--- src/rtl/audio_sample_buffer.sv ---
// Sample FIFO between an I2S receiver and its consumer: first-word fall-through
// output, drop-newest on overflow with a sticky overflow flag.
module audio_sample_buffer #(
  parameter int DATA_SIZE         = 16,
  parameter int DEPTH             = 16,
  parameter int ALMOST_FULL_LEVEL = 12
) (
  input  logic                     clk,
  input  logic                     rst,
  input  logic                     in_valid,
  input  logic [DATA_SIZE-1:0]     in_data,
  output logic                     out_valid,
  input  logic                     out_ready,
  output logic [DATA_SIZE-1:0]     out_data,
  output logic [$clog2(DEPTH):0]   level,
  output logic                     almost_full,
  output logic                     overflow,
  input  logic                     overflow_clr
);

  localparam int AW = $clog2(DEPTH);
  localparam int LW = AW + 1;
  localparam logic [LW-1:0] DEPTH_LV = LW'(DEPTH);
  localparam logic [LW-1:0] AF_LV    = LW'(ALMOST_FULL_LEVEL);

  logic [DATA_SIZE-1:0] mem_q [DEPTH];
  logic [AW-1:0]        wr_ptr_q, wr_ptr_d;
  logic [AW-1:0]        rd_ptr_q, rd_ptr_d;
  logic [LW-1:0]        level_q, level_d;
  logic                 overflow_q, overflow_d;
  logic                 rd_en, wr_en, drop;

  // NOTE: every signal written here gets a default first so no path leaves it
  // unassigned, which would otherwise infer a latch.
  always_comb begin
    rd_en      = 1'b0;
    wr_en      = 1'b0;
    drop       = 1'b0;
    wr_ptr_d   = wr_ptr_q;
    rd_ptr_d   = rd_ptr_q;
    level_d    = level_q;
    overflow_d = overflow_q;

    rd_en = (level_q != '0) && out_ready;
    // A read in the same cycle frees a slot, so a full buffer still accepts.
    wr_en = in_valid && ((level_q != DEPTH_LV) || rd_en);
    drop  = in_valid && !wr_en;

    if (wr_en) wr_ptr_d = wr_ptr_q + AW'(1);
    if (rd_en) rd_ptr_d = rd_ptr_q + AW'(1);

    case ({wr_en, rd_en})
      2'b10:   level_d = level_q + LW'(1);
      2'b01:   level_d = level_q - LW'(1);
      default: level_d = level_q;
    endcase

    if (drop)              overflow_d = 1'b1;
    else if (overflow_clr) overflow_d = 1'b0;
  end

  // NOTE: state registers use non-blocking assignments so every flop samples
  // the pre-edge values, independent of statement order.
  always_ff @(posedge clk) begin
    if (rst) begin
      wr_ptr_q   <= '0;
      rd_ptr_q   <= '0;
      level_q    <= '0;
      overflow_q <= 1'b0;
    end else begin
      wr_ptr_q   <= wr_ptr_d;
      rd_ptr_q   <= rd_ptr_d;
      level_q    <= level_d;
      overflow_q <= overflow_d;
    end
  end

  // NOTE: storage is deliberately not reset; level gates validity, and leaving
  // the array reset-free lets it map onto RAM instead of flops.
  always_ff @(posedge clk) begin
    if (wr_en && !rst) mem_q[wr_ptr_q] <= in_data;
  end

  assign out_valid   = (level_q != '0);
  assign out_data    = mem_q[rd_ptr_q];
  assign level       = level_q;
  assign almost_full = (level_q >= AF_LV);
  assign overflow    = overflow_q;

endmodule

--- config.mk ---
export PLATFORM = sky130hd
export DESIGN_NAME = audio_sample_buffer
export DESIGN_NICKNAME = d
export VERILOG_FILES = /design/src/rtl/audio_sample_buffer.sv
export SDC_FILE = /design/constraint.sdc
export NUM_CORES = 1
export LEC_CHECK = 0
export ABC_AREA = 1
export CORE_ASPECT_RATIO = 1.4
export CORE_UTILIZATION = 50
export DETAILED_ROUTE_END_ITERATION = 10
export PLACE_DENSITY = 0.71
export SLEW_MARGIN = 40
export SYNTH_ARGS = -nofsm -noshare
export SYNTH_HDL_FRONTEND = slang
export SYNTH_SLANG_ARGS = --single-unit
--- constraint.sdc ---
create_clock -name clk -period 3 [get_ports clk]
set_clock_uncertainty 0.1 [all_clocks]
set_input_delay 0.3 -clock clk [delete_from_list [all_inputs] [get_ports clk]]
set_output_delay 0.3 -clock clk [all_outputs]
set_load 0.01 [all_outputs]
== Word-level counts from Yosys, hierarchy flattened ==
Memory sizes are Yosys's and may differ from the RTL's. A register that Yosys moved wholly into a read port is not among the register bits.
Index checks and enable logic that the tools add are counted.
Word-level totals
  flip-flop bits (word level): 14
  RAM bits: 256
  input bits: 21
  output and inout port bits: 24
  word-level logic and storage cells: 30
  memories: 1
Cells by class
  add/subtract/negate cells: 4
  $lt $le $gt $ge: 1
  eq/ne operators: 3
  multiplexer cells: 7
  reductions and logical operators: 10
Memories
  mem_q: depth 16, width 16, read ports 1, clocked after Yosys merged registers in 1, write ports 1, RTL line 26  | logic [DATA_SIZE-1:0] mem_q [DEPTH];
Operators by type and width (number)
  5-bit case mux with 2 select lines: 1
  4-bit by 1-bit adder with 4-bit output, second input constant: 2
  4-bit two-way mux: 2
  5-bit by 1-bit adder with 5-bit output, second input constant: 1
  5-bit by 4-bit greater-or-equal comparator with 1-bit output, second input constant: 1
  5-bit inequality test, second input constant: 1
  5-bit nonzero test: 1
  5-bit by 1-bit subtractor with 5-bit output, second input constant: 1
  1-bit logical AND: 4
  1-bit two-way mux: 4
  2-bit nonzero test: 2
  2-bit by 1-bit == test with 1-bit output, second input constant: 1
  2-bit == test, second input constant: 1
  1-bit logical NOT: 2
  1-bit logical OR: 1

== Longest topological paths before layout ==
Gate-level depths: netlist of run 1.
  depth in word-level cells: 7
  mapped depth: 13
  mapped depth without buffers: 13

== Worst setup path before layout of run 1 ==
OpenSTA, ideal clock, no wires.
  path type: register to register
  start point: register level_q[1], in the netlist level[1]
  end point: memory mem_q[0][0] (enable)
  setup time: 0.388 ns
  arrival time: 1.598 ns
  data required time: 2.512 ns
  slack: 0.913 ns
  stages on the path, launching flop included: 7
  buffers on the path: 0
  clock period less this slack: 2.087 ns
  path through: dfxtp_1 nor2_2 nand3_1 nand2_2 inv_2 nand2_1 nor2_1
Between the ends
  longest elaborated chain between the ends: 7
  elaborated cells on any way between the ends: 8
  those cells by class: 1 x eq/ne; 2 x mux; 5 x reduce/logical
Ends and longest elaborated chain
  from (decl): RTL line 29  | logic [LW-1:0] level_q, level_d;
  from (signal assigned): RTL line 73  | level_q <= level_d;
  5-bit nonzero test: RTL line 44  | rd_en = (level_q != '0) && out_ready;
  1-bit logical AND: RTL line 44
  1-bit logical OR (*): RTL line 46  | wr_en = in_valid && ((level_q != DEPTH_LV) || rd_en);
  1-bit logical AND (*): RTL line 46
  1-bit logical AND (*): RTL line 81  | if (wr_en && !rst) mem_q[wr_ptr_q] <= in_data;
  1-bit two-way mux (*): RTL line 81
  1-bit two-way mux (not written as such) (*): RTL line 81
  to (decl): RTL line 26
Mark *: on every way between the ends. The rest lies on a longest branch, timed or not.

==> impl_results.md, run 1 <==
- Status: completed
- Top cells by count, synth: edfxtp_1, inv_1, nand3_1
- Placed inst area: 12,250 um2
- Fin util: 0.5959
- Worst vdd ir: 0.3756 mV
- Seq/Total Area, Yosys: 0.7088
- Vias in the first global route: 7,114
- CTS max path bufs: 3
- Post-synth EDFFs: 256
- Hold path cells: 2
- Fin Hold WS: 301.0 ps
- Post-cts hold buffer count: 0
- Async set or reset register ratio after synthesis: 0
- R2R cell count: 13
- Ports: 45
- Clock sinks: 274
- Setup TNS: 0 ps
- Crit end category: output pin
- Max-slew violation count: 0
- HP Class: in -> reg
- Setup WS pre-CTS: 545.2 ps
- Clock root buffer: clkbuf_16
- Multi-input logic area: 2495 um2
- DRC viols: 0
- Pint: 6935 uW
- Final-layout fill cell count: 1,715
- Switching share of power: 0.2725
- Share of Yosys cell area claimed by the top area cell type: 0.6770
- Final ANT Viol Nets: 0
- Mapped Area: 11,350 um2
- P_leak: 0.004737 uW
- Sw Pwr: 2598 uW
- Critical Path RT: 2600 ps
- Crit Path Category: reg -> out
- Ranking of synthesized cells by area: edfxtp_1, nand3_1, inv_1, o211ai_1, a21oi_1
- Core area: 22,100 um2
- P&R area growth vs syn: 15.99%
- Most common cell in the netlist: edfxtp_1
- Initial antenna violation count: 0
- Max-Cap Viols: 0
- Synthesis warning total: 0
- Global-route wire length before repair: 38,840 um
- Final Hold Viols: 0
- Grt ovf: 0
- Unique masters post-synth: 24
- Die area: 23,320 um2
- Final instance area: 13,170 um2
- Vias per cell: 5.501
- IO Port Bufs: 44
- Clock tree from TritonCTS: done
- TritonCTS buffer count: 25
- WL final: 25,290 um
- Final min period: 2872 ps
- Max frequency: 348.2 MHz
- Final WS setup: 127.8 ps
- Mean Syn Cell Area: 12.02 um2
- Relative slew slack: 0.4949
- Row count: 64
- Clk slew on worst S/H paths: 70 ps
- RSZ-0062 raised after global routing: no
- Power Density: 723.9 nW/um2
- Synth Instances: 945
- Largest net degree at the start of global routing: 70
- Biggest area consumer among synthesized cells: edfxtp_1
- Top_reg_cell synth: edfxtp_1
- Seq. cell area: 8055 um2
- Initial DRC Count: 744
- Die Span Y: 180.3 um
- Flops & latches, synth: 274
- Layout cells sized above 1: 0.1090
- Initial Utilization: 0.5138
- GR Util All Layers: 0.2229
- Die Width: 129.4 um
- Placer congestion estimate: 0.8507
- TritonRoute pass-1 iters: 5
- Clock share of power: 0.348
- Crit path max fanout: 54
- WL per Instance: 19.22 um
- Crit start category: flop
- Clock latency on the worst-skew pair: 530 ps
- Seq pwr share: 0.455
- Final setup fails: 0
- H-tree depth: 1
- Nets: 1,030
- Via count: 7,239
- Post-synth net total: 975
- Comb pwr share: 0.196
- Detailed placer's ending HPWL: 15,580 um
- Fin crit share: 0.9574
- Worst-margin pin slew: 756.8 ps
- Crit path arrival time: 2470 ps
==> path summary, 6_finish.rpt <==
path | startpoint | end | slack (ps)
worst max-delay path | flop | out_data[2] | 130
worst min register to register | overflow | overflow | 370
worst min-delay path | rst | wr_ptr_q[3] | 300
worst max register to register | level[0] | level[4] | 840
==> stage by stage <==
stage / power [uW] / instances
floorplan: 5590 / 945
global placement: 6219 / 1266
detailed placement: 6266 / 1266
CTS: 9569 / 1311
global route: 9925 / 1315
finish: 9533 / 1316
==> flip-flops by register name, indices dropped and copies added (netlist names), named ones only <==
register  count
wr_ptr_q      4
mem_q       256
rd_ptr_q      4
overflow      1
level         5
==> layout make-up <==
| type | count | share of cell area |
|---|---|---|
| Antenna cell | 1 | 0.0001900 |
| Clock buffer | 29 | 0.05510 |
| Clock inverter | 16 | 0.01178 |
| Inverter | 148 | 0.04247 |
| Multi-Input combinational cell | 470 | 0.1894 |
| Sequential cell | 274 | 0.6116 |
| Tap cell | 297 | 0.02822 |
| Timing Repair Buffer | 81 | 0.06118 |
==> power by group through the flow <==
stage / Combinational (uW) / Sequential (uW) / Clock (uW)
CTS: 1850 / 4360 / 3370
floorplan: 1210 / 4380 / 0
global route: 2080 / 4350 / 3500
finish: 1870 / 4340 / 3320
detailed placement: 1820 / 4440 / 0
global placement: 1780 / 4440 / 0
==> cells in the final DEF (no fill, tap or decap) <==
| cell | netlist | routed |
|---|---|---|
| clkinv_2 | 0 | 2 |
| clkbuf_16 | 0 | 29 |
| buf_4 | 12 | 30 |
| dfxtp_4 | 0 | 2 |
| nand3_1 | 110 | 110 |
| xnor2_1 | 1 | 1 |
| nand2_1 | 96 | 96 |
| o21ai_0 | 72 | 72 |
| clkinvlp_4 | 0 | 6 |
| o211ai_1 | 64 | 64 |
| inv_2 | 4 | 4 |
| nand2_2 | 5 | 5 |
| xor2_1 | 2 | 2 |
| nor2_1 | 33 | 17 |
| nand4_1 | 1 | 1 |
| edfxtp_1 | 256 | 256 |
| nand3b_1 | 1 | 1 |
| nor2_2 | 2 | 18 |
| inv_1 | 144 | 143 |
| clkinvlp_2 | 0 | 1 |
| nand3_2 | 1 | 1 |
| buf_12 | 0 | 7 |
| clkinv_1 | 0 | 2 |
| clkinv_4 | 0 | 2 |
| ha_1 | 8 | 8 |
| diode_2 | 0 | 1 |
| dfxtp_1 | 18 | 16 |
| fa_1 | 1 | 1 |
| clkdlybuf4s50_1 | 0 | 44 |
| bufinv_16 | 0 | 2 |
| inv_6 | 0 | 2 |
| a21oi_1 | 73 | 73 |
==> routing by layer <==
| layer | global-route usage | vias up | wire (um) |
|---|---|---|---|
| li1 | - | 3429 | - |
| met1 | 0.2893 | 3519 | 10260 |
| met2 | 0.3804 | 246 | 12780 |
| met3 | 0.02791 | 45 | 1450 |
| met4 | 0.08141 | 0 | 804 |
| met5 | 0 | - | 0 |
==> kinds of logic (layout without fill, tap and decap cells) <==
kind of cell             Yosys count  count (layout)  synth area share
buffers and inverters            201             274           0.07504
XOR/XNOR                           3               3          0.002314
AND/OR/NAND/NOR                  249             249           0.09708
adder cells (fa/ha/maj)            9               9           0.01058
other                              0               1                 0
flip-flops                       274             274            0.7088
AO/OA/AOI/OAI                    209             209            0.1062
==> critical path, cell delays in order, from the launching register on <==
cell and delay, ps:
dfxtp_4 420, buf_12 210, buf_4 180, a21oi_1 140
o21ai_0 150, nand3_1 100, nand3_1 60, nand2_1 120
clkdlybuf4s50_1 540
==> timing repair <==
action / CTS / global route
resized for setup: 0 / 1
buffers inserted: 0 / 4
endpoints found under the setup margin: 0 / 14
No activity file was read; power rests on OpenSTA's default activity.
==> run 2: changes to the inputs <==
--- a/config.mk
+++ b/config.mk
@@ -6,10 +6,11 @@
 export NUM_CORES = 1
 export LEC_CHECK = 0
 export ABC_AREA = 1
+export CAP_MARGIN = 0
 export CORE_ASPECT_RATIO = 1.4
 export CORE_UTILIZATION = 50
 export DETAILED_ROUTE_END_ITERATION = 10
-export PLACE_DENSITY = 0.71
+export PLACE_DENSITY = 0.68
 export SLEW_MARGIN = 40
 export SYNTH_ARGS = -nofsm -noshare
 export SYNTH_HDL_FRONTEND = slang
==> run 2 against run 1 <==
Against the previous run:
- clock-buffer cell count stayed put
- non-clock buffer count unchanged
- combinational power is essentially flat
- first-iteration DRC count fell by 2.0%
- sequential power hardly changed
- die area unchanged
- critical endpoint is now out_data[3]
- largest cell class unchanged
- largest power group unchanged
==> impl_results.md, run 2 (synthesized netlist as in run 1, its figures left out) <==
- Status: completed
- Max-Cap Viols: 0
- R2R cell count: 7
- Clock share of power: 0.346
- Placed inst area: 12,260 um2
- Hold Crit Start: rst
- Largest net degree at the start of global routing: 62
- Switching share of power: 0.2707
- Setup TNS: 0 ps
- Initial Utilization: 0.5138
- Crit path max fanout: 61
- Top Family by Delay on Critical Path: buffers and inverters
- Crit end category: output pin
- Final WS setup: 116.5 ps
- Via count: 7,140
- Final ANT Viol Nets: 0
- Final min period: 2884 ps
- Crit path arrival time: 2480 ps
- Pint: 6924 uW
- H-tree depth: 1
- Clock tree from TritonCTS: done
- Ports: 45
- Seq. cell area: 8055 um2
- Worst path most repeated cell: nand3_1
- Final instance area: 13,160 um2
- CTS max path bufs: 3
- Initial DRC Count: 729
- Global-route wire length before repair: 39,160 um
- Largest register by flop count: mem_q
- Initial antenna violation count: 1
- Die area: 23,320 um2
- Setup WS pre-CTS: 423.0 ps
- P&R area growth vs syn: 15.86%
- WL per Instance: 19.42 um
- TritonCTS buffer count: 26
- Slowest CP cell: dfxtp_4
- Power Density: 721.7 nW/um2
- Nets: 1,031
- Critical Path RT: 2600 ps
- IO Port Bufs: 44
- TritonRoute pass-1 iters: 5
- DRC viols: 0
- Max frequency: 346.8 MHz
- Worst-margin pin slew: 805.9 ps
- Die Width: 129.4 um
- Die Span Y: 180.3 um
- Vias in the first global route: 7,045
- Row count: 64
- Worst vdd ir: 0.4773 mV
- Sw Pwr: 2571 uW
- Register-to-Register Setup Slack: 840 ps
- Max reg flops: 256
- Hold path endpoint: overflow
- P_leak: 0.004758 uW
- Clock sinks: 274
- Final-layout fill cell count: 1,721
- Clk slew on worst S/H paths: 60 ps
- Worst r2r src: level[1]
- CP max stage delay: 560 ps
- Grt ovf: 0
- Antenna cells: 0
- Comb pwr share: 0.193
- Critical-path cell list: buf_16 -> o211ai_1 -> nand3_1 -> nand3_1 -> nand2_1 -> clkdlybuf4s50_1
- Vias per cell: 5.417
- Multi-input logic area: 2495 um2
- WL final: 25,600 um
- RSZ-0062 raised after global routing: no
- Detailed placer's ending HPWL: 14,600 um
- Clock latency on the worst-skew pair: 520 ps
- Most frequent cells in the layout: edfxtp_1, inv_1, nand3_1
- Layout cells sized above 1: 0.1058
- Fin crit share: 0.9612
- Final setup fails: 0
- Crit start category: flop
- HP Class: in -> reg
- Max-slew violation count: 0
- Final Hold Viols: 0
- Capturing point of the worst reg2reg path: mem_q[2][9]
- Bufs and invs on worst path: 2
- Crit Path Category: reg -> out
- Relative slew slack: 0.4621
- Hold path cells: 2
- GR Util All Layers: 0.2262
- Most common cell after layout, fill and taps aside: edfxtp_1
- Core area: 22,100 um2
- Placer congestion estimate: 0.7799
- Clock root buffer: clkbuf_16
- Seq pwr share: 0.461
==> run 2: cell count changes in the layout (fill, tap and decap cells not counted), sizes merged <==
cell / before / now
inv: 149 / 150
clkinvlp: 7 / 0
bufinv: 2 / 3
clkinv: 6 / 14
diode: 1 / 0
==> run 2: timing repair <==
action | in CTS | in global routing
pin swaps | 0 | 0
setup buffers | 2 | 0
setup endpoints to repair | 8 | 2
cloned | 0 | 0
resized for setup | 0 | 1
hold buffers | 0 | 0
==> run 2: routing by layer <==
| layer | part of all wire | track usage |
|---|---|---|
| met5 | 0.00035 | 0 |
| met1 | 0.43 | 0.3042 |
| met2 | 0.49 | 0.3751 |
| met3 | 0.051 | 0.02702 |
| met4 | 0.031 | 0.08471 |
==> run 2: cell type report <==
type                    instances  area share
inverters                     148     0.04223
clock inverters                19     0.01360
clock buffers                  29     0.05193
multi-input cells             470      0.1897
well taps                     297     0.02825
repair buffers                 81     0.06201
flip-flops and latches        274      0.6123
==> run 2: worst max path at each step <==
| stage | start | endpoint | slack (ps) | cells after the start |
|---|---|---|---|---|
| 2_1_floorplan | level[1] | mem_q[0][0] | 910 | 6 |
| 3_3_place_gp | rst | mem_q[2][7] | 460 | 5 |
| 3_5_place_dp | rst | mem_q[2][7] | 420 | 5 |
| 4_1_cts | flop | out_data[3] | 100 | 6 |
| 5_1_grt | flop | out_data[3] | 0.9 | 6 |
| 6_report | flop | out_data[3] | 120 | 6 |
==> run 2: metrics by stage <==
step / util / power (uW) / hold slack, ps / instances
after global placement: 0.5545 / 6201 / 351.5 / 1268
after global routing: 0.5952 / 9894 / 341.7 / 1318
after detailed placement: 0.5545 / 6231 / 370.5 / 1268
after floorplan: - / 5590 / 269.1 / 945
final: 0.5952 / 9494 / 305.9 / 1318
after CTS: 0.5949 / 9552 / 298.5 / 1318
==> run 2: power by group through the flow <==
stage               combinational, uW  clock, uW  sequential [uW]
floorplan                        1210          0             4380
detailed placement               1740          0             4490
global placement                 1710          0             4490
global route                     2040       3470             4390
finish                           1840       3280             4370
CTS                              1840       3340             4370
==> run 3: changes to the inputs <==
--- a/config.mk
+++ b/config.mk
@@ -9,6 +9,7 @@
 export CAP_MARGIN = 0
 export CORE_ASPECT_RATIO = 1.4
 export CORE_UTILIZATION = 50
+export CTS_BUF_LIST = sky130_fd_sc_hd__clkbuf_2
 export DETAILED_ROUTE_END_ITERATION = 10
 export PLACE_DENSITY = 0.68
 export SLEW_MARGIN = 40
==> run 3 against run 2 <==
Against the previous run:
- global-route usage is 0.53 points higher
- total power is 12% lower
- critical path type unchanged
- clock power is 38% lower
- core utilization is 1.0 points lower
- sequential power is 1% lower
- sequential share of layout area is 1.0 points higher
- setup slack better by 86 ps
- critical path depth is 2 higher
- via count is 2.9% higher
- largest cell class unchanged
- fmax is 3.1% higher
- clock-buffer cell count is 54 higher
==> impl_results.md, run 3 (synthesized netlist as in run 1, its figures left out) <==
- Placed inst area: 12,260 um2
- Die Span Y: 180.3 um
- Placer congestion estimate: 0.7799
- RSZ-0062 raised after global routing: no
- Crit start category: flop
- Vias per cell: 5.318
- TritonRoute pass-1 iters: 5
- Initial Utilization: 0.5138
- Max-slew violation count: 0
- Critical Path RT: 2600 ps
- Largest net degree at the start of global routing: 46
- Final Hold Viols: 0
- Final-layout fill cell count: 1,806
- Fin util: 0.5852
- Layout cells sized above 1: 0.1597
- Critical-path cell list: buf_4 -> buf_4 -> a21oi_1 -> o21ai_0 -> nand3_1 -> nand3_1 -> nand2_1 -> dlygate4sd2_1
- DRC viols: 0
- R2R cell count: 7
- Largest register by flop count: mem_q
- Relative slew slack: 0.4598
- P&R area growth vs syn: 13.91%
- Grt ovf: 0
- Final instance area: 12,930 um2
- Clock sinks: 274
- Crit path depth: 8
- Max layer used: met5
- Vias in the first global route: 7,307
- Via count: 7,344
- Initial antenna violation count: 2
- Slowest CP cell: dfxtp_4
- Row count: 64
- Clock tree from TritonCTS: done
- IO Port Bufs: 44
- P_leak: 0.004830 uW
- Hold path cells: 3
- GR Util All Layers: 0.2315
- Met1 wire length: 10,870 um
- WL final: 25,960 um
- CP max stage delay: 400 ps
- Routed wl met3: 1267 um
- TritonCTS buffer count: 59
- Power Density: 643.0 nW/um2
- Detailed placer's ending HPWL: 14,600 um
- Status: completed
- Final ANT Viol Nets: 0
- H-tree depth: 2
- Core area: 22,100 um2
- Initial DRC Count: 663
- Ports: 45
- Clock root buffer: clkbuf_2
- WL per Instance: 18.80 um
- Max reg flops: 256
- Final WS setup: 202.8 ps
- Fin crit share: 0.9324
- Global-route wire length before repair: 39,740 um
- Max frequency: 357.5 MHz
- Die Width: 129.4 um
- Metal2 WL: 13,040 um
- Top Family by Delay on Critical Path: buffers and inverters
- Fin Hold WS: 151.3 ps
- Crit Path Category: reg -> out
- Crit path max fanout: 10
- Nets: 1,079
- HP Class: in -> reg
- Most common cell after layout, fill and taps aside: edfxtp_1
- Clk slew on worst S/H paths: 110 ps
- Crit path arrival time: 2400 ps
- Die area: 23,320 um2
- Max-Cap Viols: 0
- Worst vdd ir: 0.3358 mV
- Setup WS pre-CTS: 423.0 ps
- Bufs and invs on worst path: 3
- Most frequent cells in the layout: edfxtp_1, inv_1, nand3_1
- Clock latency on the worst-skew pair: 800 ps
- Final setup fails: 0
- Crit end category: output pin
- Final min period: 2797 ps
- Worst-margin pin slew: 809.3 ps
- CTS max path bufs: 3
==> run 3: changes by cell type in the layout (fill, tap and decap cells not counted), moves of 3 or more <==
cell and change:
bufinv_16 -3, clkbuf_2 +83, clkinv_2 -3, dlygate4sd2_1 +15
buf_4 +8, clkbuf_16 -27, nand2_2 +4, clkdlybuf4s50_1 -16
nand2_1 -4
==> run 3: path summary, 6_finish.rpt <==
kind	startpoint	endpoint	slack [ps]
setup / recovery	flop	out_data[14]	200
hold / removal	in_valid	wr_ptr_q[1]	150
setup reg to reg	level[0]	mem_q[2][3]	850
hold reg to reg	rd_ptr_q[2]	flop	370
==> run 3: repair_timing <==
action / CTS / global route
setup endpoints to repair: 16 / 4
pin swaps: 1 / 0
hold endpoints to repair: 3 / 0
hold buffers: 2 / 0
setup buffers: 9 / 5
resized for setup: 23 / 1
gates cloned: 1 / 0
==> run 3: layout make-up <==
class | instances | area, um2 | share of cell area
Sequential cell | 274 | 8055 | 0.6228
Multi-Input combinational cell | 470 | 2505 | 0.1937
Timing Repair Buffer | 96 | 974.7 | 0.07536
Inverter | 148 | 559.3 | 0.04324
Clock buffer | 83 | 415.4 | 0.03212
Tap cell | 297 | 371.6 | 0.02873
Clock inverter | 12 | 50.05 | 0.003870
Antenna cell | 1 | 2.502 | 0.0001935
==> run 3: stage by stage <==
step | setup TNS [ps] | power (uW) | std cells
detailed placement | 0 | 6231 | 1268
global placement | 0 | 6201 | 1268
global route | 0 | 8787 | 1381
CTS | -82.50 | 8360 | 1375
floorplan | 0 | 5590 | 945
finish | 0 | 8316 | 1381
==> run 3: where the power goes <==
group	internal [uW]	switching, uW
clock network	732	1300
logic	808	1160
registers	4250	69.0
total	5790	2530
==> run 3: worst register-to-register path, stage by stage (launching register included) <==
cell and delay [ps]:
dfxtp_1 450, nor2_2 90, nand3_1 110, nand2_2 110, inv_2 120, nand2_1 150
nor2_2 360, buf_4 330
==> run 3: per-layer routing <==
layer  GRT usage  vias up
met5           0        -
met4      0.1021        2
met3     0.04008       50
met2      0.3849      216
met1      0.2952     3511
li1            -     3565
